[config.mk]
export PLATFORM = sky130hd
export DESIGN_NAME = pingpong_bank_buffer
export DESIGN_NICKNAME = d
export VERILOG_FILES = /design/src/rtl/pingpong_pkg.sv /design/src/rtl/sdp_ram.sv /design/src/rtl/pingpong_bank_buffer.sv
export SDC_FILE = /design/constraint.sdc
export NUM_CORES = 2
export LEC_CHECK = 0
export CORE_ASPECT_RATIO = 1.4
export CORE_MARGIN = 2
export CORE_UTILIZATION = 55
export CTS_BUF_LIST = sky130_fd_sc_hd__clkbuf_16
export CTS_CLUSTER_SIZE = 25
export DETAILED_ROUTE_END_ITERATION = 8
export PLACE_DENSITY = 0.79
export SLEW_MARGIN = 20
export SYNTH_ARGS = -nofsm -noshare
export SYNTH_HDL_FRONTEND = slang
export SYNTH_SLANG_ARGS = --single-unit
[constraint.sdc]
create_clock -name clk -period 6.3 [get_ports clk]
set_clock_uncertainty 0.15 [all_clocks]
set_input_delay 0.63 -clock clk [delete_from_list [all_inputs] [get_ports clk]]
set_output_delay 0.63 -clock clk [all_outputs]
set_load 0.02 [all_outputs]
[src/rtl/pingpong_pkg.sv]
// Shared types and helpers for the ping-pong bank buffer.
//   bank_state_e : ownership of one bank (FREE = writer side, FULL = reader side)
//   ptr_width()  : bit width needed to index n items (at least 1)
package pingpong_pkg;

    typedef enum logic {
        FREE = 1'b0,
        FULL = 1'b1
    } bank_state_e;

    function automatic int unsigned ptr_width(input int unsigned n);
        return (n > 1) ? $clog2(n) : 1;
    endfunction

endpackage

[src/rtl/sdp_ram.sv]
// Simple dual-port RAM: one write port, one registered read port, no reset.
//   clk   : clock, rising edge
//   we    : write enable; wdata stored at waddr
//   re    : read enable; rdata loads mem[raddr] on the edge, otherwise holds
//   rdata : registered read data
module sdp_ram #(
    parameter int unsigned WIDTH = 64,
    parameter int unsigned WORDS = 32,
    parameter int unsigned AW    = 5
) (
    input  logic             clk,
    input  logic             we,
    input  logic [AW-1:0]    waddr,
    input  logic [WIDTH-1:0] wdata,
    input  logic             re,
    input  logic [AW-1:0]    raddr,
    output logic [WIDTH-1:0] rdata
);

    logic [WIDTH-1:0] mem [WORDS];

    always_ff @(posedge clk) begin
        if (we) begin
            mem[waddr] <= wdata;
        end
    end

    always_ff @(posedge clk) begin
        if (re) begin
            rdata <= mem[raddr];
        end
    end

endmodule

[src/rtl/pingpong_bank_buffer.sv]
// Multi-bank ping-pong buffer. The writer fills its current bank and commits
// it to the reader; the reader drains its current bank and releases it back.
// Both sides walk the banks in the same circular order.
//   clk, rst                       : clock, synchronous active-high reset
//   wr_en/wr_addr/wr_data          : write into current write bank
//   wr_commit                      : hand current write bank to the reader
//   wr_ready, wr_bank              : write bank is FREE / its index
//   rd_en/rd_addr                  : read from current read bank (1-cycle latency)
//   rd_release                     : hand current read bank back to the writer
//   rd_ready, rd_bank              : read bank is FULL / its index
//   rd_data, rd_valid              : read result
//   full_count                     : number of FULL banks
//   err                            : one-cycle pulse on any rejected request
module pingpong_bank_buffer
    import pingpong_pkg::*;
#(
    parameter int unsigned BIT_LENGTH = 64,
    parameter int unsigned DEPTH      = 16,
    parameter int unsigned NUM_BANKS  = 2
) (
    input  logic                         clk,
    input  logic                         rst,
    input  logic                         wr_en,
    input  logic [$clog2(DEPTH)-1:0]     wr_addr,
    input  logic [BIT_LENGTH-1:0]        wr_data,
    input  logic                         wr_commit,
    output logic                         wr_ready,
    output logic [$clog2(NUM_BANKS)-1:0] wr_bank,
    input  logic                         rd_en,
    input  logic [$clog2(DEPTH)-1:0]     rd_addr,
    input  logic                         rd_release,
    output logic                         rd_ready,
    output logic [$clog2(NUM_BANKS)-1:0] rd_bank,
    output logic [BIT_LENGTH-1:0]        rd_data,
    output logic                         rd_valid,
    output logic [$clog2(NUM_BANKS):0]   full_count,
    output logic                         err
);

    localparam int unsigned AddrW = ptr_width(DEPTH);
    localparam int unsigned BankW = ptr_width(NUM_BANKS);
    localparam int unsigned CntW  = BankW + 1;
    localparam logic [BankW-1:0] LastBank = BankW'(NUM_BANKS - 1);

    function automatic logic [BankW-1:0] bank_inc(input logic [BankW-1:0] b);
        return (b == LastBank) ? '0 : b + 1'b1;
    endfunction

    bank_state_e      state_q [NUM_BANKS];
    bank_state_e      state_d [NUM_BANKS];
    logic [BankW-1:0] wr_bank_q, wr_bank_d;
    logic [BankW-1:0] rd_bank_q, rd_bank_d;
    logic [CntW-1:0]  full_count_q, full_count_d;
    logic             rd_valid_q;
    logic             err_q, err_d;
    // Masks the RAM output to zero from reset until the first accepted read,
    // since the RAM read register itself has no reset.
    logic             rd_zero_q, rd_zero_d;
    logic [BIT_LENGTH-1:0] ram_rdata;

    logic wr_ok, cm_ok, rd_ok, rl_ok;

    assign wr_ready = (state_q[wr_bank_q] == FREE);
    assign rd_ready = (state_q[rd_bank_q] == FULL);

    // Nothing is accepted in a reset cycle, including the RAM write.
    assign wr_ok = wr_en      & wr_ready & ~rst;
    assign cm_ok = wr_commit  & wr_ready & ~rst;
    assign rd_ok = rd_en      & rd_ready & ~rst;
    assign rl_ok = rd_release & rd_ready & ~rst;

    always_comb begin
        state_d      = state_q;
        wr_bank_d    = wr_bank_q;
        rd_bank_d    = rd_bank_q;
        full_count_d = full_count_q;
        rd_zero_d    = rd_zero_q & ~rd_ok;
        err_d        = ~rst & (((wr_en | wr_commit) & ~wr_ready) |
                               ((rd_en | rd_release) & ~rd_ready));

        // Writer and reader never own the same bank, so these never collide.
        if (cm_ok) begin
            state_d[wr_bank_q] = FULL;
            wr_bank_d          = bank_inc(wr_bank_q);
        end
        if (rl_ok) begin
            state_d[rd_bank_q] = FREE;
            rd_bank_d          = bank_inc(rd_bank_q);
        end

        unique case ({cm_ok, rl_ok})
            2'b10:   full_count_d = full_count_q + CntW'(1);
            2'b01:   full_count_d = full_count_q - CntW'(1);
            default: full_count_d = full_count_q;
        endcase
    end

    always_ff @(posedge clk) begin
        if (rst) begin
            for (int i = 0; i < int'(NUM_BANKS); i++) begin
                state_q[i] <= FREE;
            end
            wr_bank_q    <= '0;
            rd_bank_q    <= '0;
            full_count_q <= '0;
            rd_valid_q   <= 1'b0;
            err_q        <= 1'b0;
            rd_zero_q    <= 1'b1;
        end else begin
            state_q      <= state_d;
            wr_bank_q    <= wr_bank_d;
            rd_bank_q    <= rd_bank_d;
            full_count_q <= full_count_d;
            rd_valid_q   <= rd_ok;
            err_q        <= err_d;
            rd_zero_q    <= rd_zero_d;
        end
    end

    // Addresses use the pre-advance bank pointers, so a write or read issued
    // together with commit/release targets the bank being handed over.
    sdp_ram #(
        .WIDTH (BIT_LENGTH),
        .WORDS (NUM_BANKS * DEPTH),
        .AW    (BankW + AddrW)
    ) u_ram (
        .clk   (clk),
        .we    (wr_ok),
        .waddr ({wr_bank_q, wr_addr}),
        .wdata (wr_data),
        .re    (rd_ok),
        .raddr ({rd_bank_q, rd_addr}),
        .rdata (ram_rdata)
    );

    assign wr_bank    = wr_bank_q;
    assign rd_bank    = rd_bank_q;
    assign full_count = full_count_q;
    assign rd_valid   = rd_valid_q;
    assign err        = err_q;
    assign rd_data    = rd_zero_q ? '0 : ram_rdata;

endmodule

== After elaboration in Yosys (flattened, before gate mapping) ==
Memories as Yosys holds them, arrays and structs flattened. A register that Yosys moved wholly into a read port is not among the register bits.
Index checks and enable logic that the tools add are counted.

* Register bits: 9
* Bits in writable memories: 2048
* Input bits: 78
* Output and inout port bits: 72
* Memories kept: 1

* $add $sub $neg: 4
* $lt $le $gt $ge: 4
* Eq/ne operators: 2
* Muxes and demuxes: 18
* Bitwise operators: 24
* Reductions and logical operators: 3

{| class="wikitable"
|+ Memories
! memory !! depth !! width !! rd ports !! clocked after memory_dff !! wr ports !! line !! text
|-
| u_ram.mem || 32 || 64 || 1 || 1 || 1 || sdp_ram.sv:20 || <nowiki>logic [WIDTH-1:0] mem [WORDS];</nowiki>
|}

{| class="wikitable"
|+ Operators by type and width
! operator !! count
|-
| $mux W64 || 1
|-
| $and A1 B1 Y1 || 12
|-
| $mux W1 || 12
|-
| $ge A2 B2 Y1 const B || 2
|-
| $lt A2 B1 Y1 const B || 2
|-
| $mux W2 || 2
|-
| $not A1 Y1 || 4
|-
| $not A1 Y2 || 2
|-
| $pmux W2 S2 || 1
|-
| $or A1 B1 Y1 || 3
|-
| $add A1 B1 Y1 const B || 2
|-
| $add A2 B1 Y2 const B || 1
|-
| $and A2 B2 Y2 || 1
|-
| $demux W1 S1 || 2
|-
| $eq A2 B1 Y1 const B || 1
|-
| $eq A2 B2 Y1 const B || 1
|-
| $logic_and A1 B1 Y1 || 2
|-
| $not A2 Y2 || 1
|-
| $or A2 B2 Y2 || 1
|-
| $reduce_bool A2 Y1 || 1
|-
| $sub A2 B1 Y2 const B || 1
|}

== Longest topological paths before layout ==
* Depth after elaboration: 10
* Mapped depth: 9
* Gate-level depth less buffers: 7

== Hierarchy ==
Synthesis repeated with hierarchy kept, for this count alone.

* Cell total of the unflattened synthesis: 3214
* Area total of the unflattened synthesis: 80450.9 um2

{| class="wikitable"
|+ Modules (own cells, without submodules)
! module !! instances !! cells an instance !! area each (um2) !! seq. area each (um2)
|-
| sdp_ram || 1 || 3097 || 79605.1 || 63420.8
|-
| pingpong_bank_buffer || 1 || 117 || 845.8 || 180.2
|}

== Worst setup path after synthesis ==
No wires, ideal clock.

* Path type: reg-to-reg
* From: register wr_bank_q (netlist: wr_bank)
* To: memory u_ram.mem[29][0], enable pin
* Setup time: 0.487 ns
* Arrival time: 4.084 ns
* Required time: 5.663 ns
* Path slack: 1.579 ns
* Stages on the path, launching flop included: 5
* Path buffers: 0
* Period minus slack after synthesis: 4.721 ns
* Cells stage by stage: dfxtp_1 mux2_2 nor2_1 nand4b_1 nor2_1

* Cells in the longest elaborated chain, start to end: 9

{| class="wikitable"
|+ Ends and longest elaborated chain
! item !! line !! text
|-
| start: declaration || pingpong_bank_buffer.sv:51 || <nowiki>logic [BankW-1:0] wr_bank_q, wr_bank_d;</nowiki>
|-
| start signal: assignment || pingpong_bank_buffer.sv:111 || <nowiki>wr_bank_q <= wr_bank_d;</nowiki>
|-
| $not A1 Y2 (implied by the code) || pingpong_bank_buffer.sv:63 || <nowiki>assign wr_ready = (state_q[wr_bank_q] == FREE);</nowiki>
|-
| $mux W1 (implied by the code) (3 in series) || pingpong_bank_buffer.sv:63 ||
|-
| $not A1 Y1 || pingpong_bank_buffer.sv:63 ||
|-
| $and A1 B1 Y1 (2 in series) || pingpong_bank_buffer.sv:67 || <nowiki>assign wr_ok = wr_en & wr_ready & ~rst;</nowiki>
|-
| $mux W1 || sdp_ram.sv:23 || <nowiki>if (we) begin</nowiki>
|-
| $mux W1 (implied by the code) || sdp_ram.sv:24 || <nowiki>mem[waddr] <= wdata;</nowiki>
|-
| end: declaration || sdp_ram.sv:20 ||
|}

Parallel ways exist; a longest one is shown, timed or not. The select of a mux whose other input is x is not followed.

== Final worst setup path ==
* From: register wr_bank_q (netlist: wr_bank)
* To: memory u_ram.mem[5][55], enable pin

Same word-level chain as after synthesis.

==> results.ini <==
[outcome]
status=finished clean

[drt]
dr.pass1.iters=8
avgViaCountPerCell=6.862
routedWlPerCell_um=36.97
drcViolationCount=0
detail-route-antenna-nets=0
vias=38030
drt_wl_total_um=204900
dr.first_iter.drc_count=5593

[setup_path]
critical_path_required_ns=6.65
arrival_ns=4.92
start_kind=flip-flop
cp.buffers_inverters=1
slowest_delay_ns=1.18
crit_family=simple AND/OR/NAND/NOR gates
path_class=flip-flop to flip-flop
critical_path.cell_chain=mux2_2, nor2_1, nand4b_1, nor2_4, buf_4
cp_max_fo=20
cp-end-kind=flip-flop
cpMaxStageDelayCell=nor2_4

[clocking]
cts_max_level=4
hold_buffers=0
clock_sinks=2121
cts_root_buf=clkbuf_16
postCtsSetupBuffers=0
cts_resized=0
cts_tree=done
cts_made_buffers=177
path_clk_slew_ns=0.07
cts_buffer_depth=3
clk_latency_ns=0.83

[yosys]
yosys_warnings=0
netlist_area_um2=80470
synthesis.nets=3284
synth_area_leaders=edfxtp_1 (79%), mux4_2 (17%), mux2_2 (0.84%)
synthFlopType=edfxtp_1
synthCells=3205
synth-edff-count=2112
synth_top_cell_area_share_pct=78.81
ys_types=34
syn_area_per_cell_um2=25.11
synth_area_leader_cell=edfxtp_1
yosysSeqAreaShare_pct=79.04
async_flop_share_pct=0
ys_ff_latch=2121

[timing]
hold_ws_ns=0.1758
maxSlewViolCount=0
clock.fmax_ghz=0.2187
post-route-period-util_pct=72.57
hold_viol=0
slew_headroom_pct=24.12
rsz0062_at_grt=no
worstMarginPinSlew_ns=1.132
setup_violations=0
fin_tns_setup_ns=0
min_period_ns=4.572

[die]
dieArea_um2=149400
die_y_um=456.6
coreArea_um2=145800
die_w_um=327.3
io_pins=150
rows=166
start_util_pct=55.19

[worst_hold_path]
holdCritPathClass=input port to flip-flop

[layout]
multi_input_area_um2=16320
drive_gt1_share_pct=30.71
syn_to_final_growth_pct=12.17
layout.nets=3541
area.sequential_um2=63610
fillers=8999
mostFrequentLayoutCells=edfxtp_1 (2112), mux4_2 (614), clkbuf_16 (179)
layout_commonest_cell=edfxtp_1

[global_routing]
antenna_found_initial=13
grt_pass1_wl_um=292800
grt-ovfl-total=0
grt_use_total_pct=27.75
first_global_vias=39310
grt_max_degree=93

[place]
gp_congestion=0.7876
port_buffers=149
dp_hpwl_um=98540

[power]
p_leak_uw=0.02785
ir_worst_vdd_uv=276.1
p_per_area_nw_per_um2=309.4

[job]
cap_viol_max_count=0

## power breakdown
| part | leakage [uW] | internal, uW | switching, uW | total (uW) |
|---|---|---|---|---|
| Clock | 0.00289 | 5800 | 5080 | 10900 |
| Sequential | 0.0191 | 15600 | 45.4 | 15600 |
| Combinational | 0.00589 | 577 | 822 | 1400 |
| Total | 0.0279 | 22000 | 5950 | 27900 |
## cell type report
class	count	area share, %
Timing Repair Buffer	243	2.526
Clock inverter	140	1.239
Antenna cell	7	0.01941
Tap cell	1932	2.678
Multi-Input combinational cell	916	18.08
Sequential cell	2121	70.47
Clock buffer	179	4.963
Inverter	3	0.01802
## metal layers
layer,vias to the layer above,part of all wire [%],GRT usage (%),wire length (um)
met2,2962,52,46.89,106700
li1,14350,-,-,-
met3,515,9.4,5.104,19220
met5,-,0.026,0,53
met4,8,4.8,12.97,9841
met1,20190,34,35.10,69020
## per-stage QoR
| stage | util (%) | power (uW) | worst slack, ns | instances | cell area, um2 |
|---|---|---|---|---|---|
| 6_report | 61.90 | 27930 | 1.728 | 5541 | 90260 |
| 5_1_grt | 61.90 | 28500 | 1.663 | 5540 | 90260 |
| 4_1_cts | 62.06 | 28040 | 1.718 | 5533 | 90480 |
| 3_5_place_dp | 58.22 | 17340 | 1.655 | 5214 | 84880 |
| 3_3_place_gp | 58.22 | 17300 | 1.737 | 5214 | 84890 |
| 2_1_floorplan | - | 16730 | 1.579 | 3205 | 80470 |
## synth_stat cells, types with 2 or more instances
cell type / number
nor2b_1: 75
o32a_1: 9
or3b_2: 2
a21oi_1: 4
mux4_2: 614
nand2_1: 5
dfxtp_1: 9
and2_1: 3
nor2_1: 60
o21ai_0: 12
clkbuf_1: 80
buf_4: 5
mux2i_1: 45
nand3b_1: 3
or3_1: 2
nor3_1: 2
buf_1: 28
buf_6: 12
buf_2: 40
a221o_1: 4
nand4b_1: 2
mux2_2: 60
o22ai_1: 6
inv_1: 2
edfxtp_1: 2112
## flip-flops by register name, indices dropped and copies added (netlist names)
| name | count |
|---|---|
| u_ram.mem | 2048 |
| u_ram.rdata | 64 |
| full_count | 2 |
| state_q | 2 |
| err | 1 |
| rd_bank | 1 |
| rd_valid | 1 |
| rd_zero_q | 1 |
| wr_bank | 1 |
## cells by family (layout without fill, tap and decap cells)
kind of cell             count (synthesis)  in the layout  synth area share [%]
AO/OA/AOI/OAI                           35             35                0.3079
adder cells (fa/ha/maj)                  1              1               0.01555
flip-flops                            2121           2121                 79.04
other                                    0              7                     0
multiplexers                           719            719                 18.58
AND/OR/NAND/NOR                        159            159                 1.053
buffers and inverters                  168            565                0.9811
XOR/XNOR                                 2              2               0.02177
## path summary, 6_finish.rpt
path / start / to / slack [ns] / cells after the start
max reg2reg: wr_bank$_SDFFE_PP0N_ / u_ram.mem[5][55]$_DFFE_PP_ / 1.73 / 5
min reg2reg: state_q[0]$_SDFF_PP0_ / state_q[0]$_SDFF_PP0_ / 0.51 / 2
max: wr_bank$_SDFFE_PP0N_ / u_ram.mem[5][55]$_DFFE_PP_ / 1.73 / 5
min: wr_data[51] / u_ram.mem[25][51]$_DFFE_PP_ / 0.18 / 1
## worst reg2reg max path, cell delays in order, from the launching register on
cell and delay [ns]:
dfxtp_1 0.66, mux2_2 0.45, nor2_1 0.45, nand4b_1 0.95, nor2_4 1.19, buf_4 0.43
Note: power is estimated with default switching activity, not from simulation.
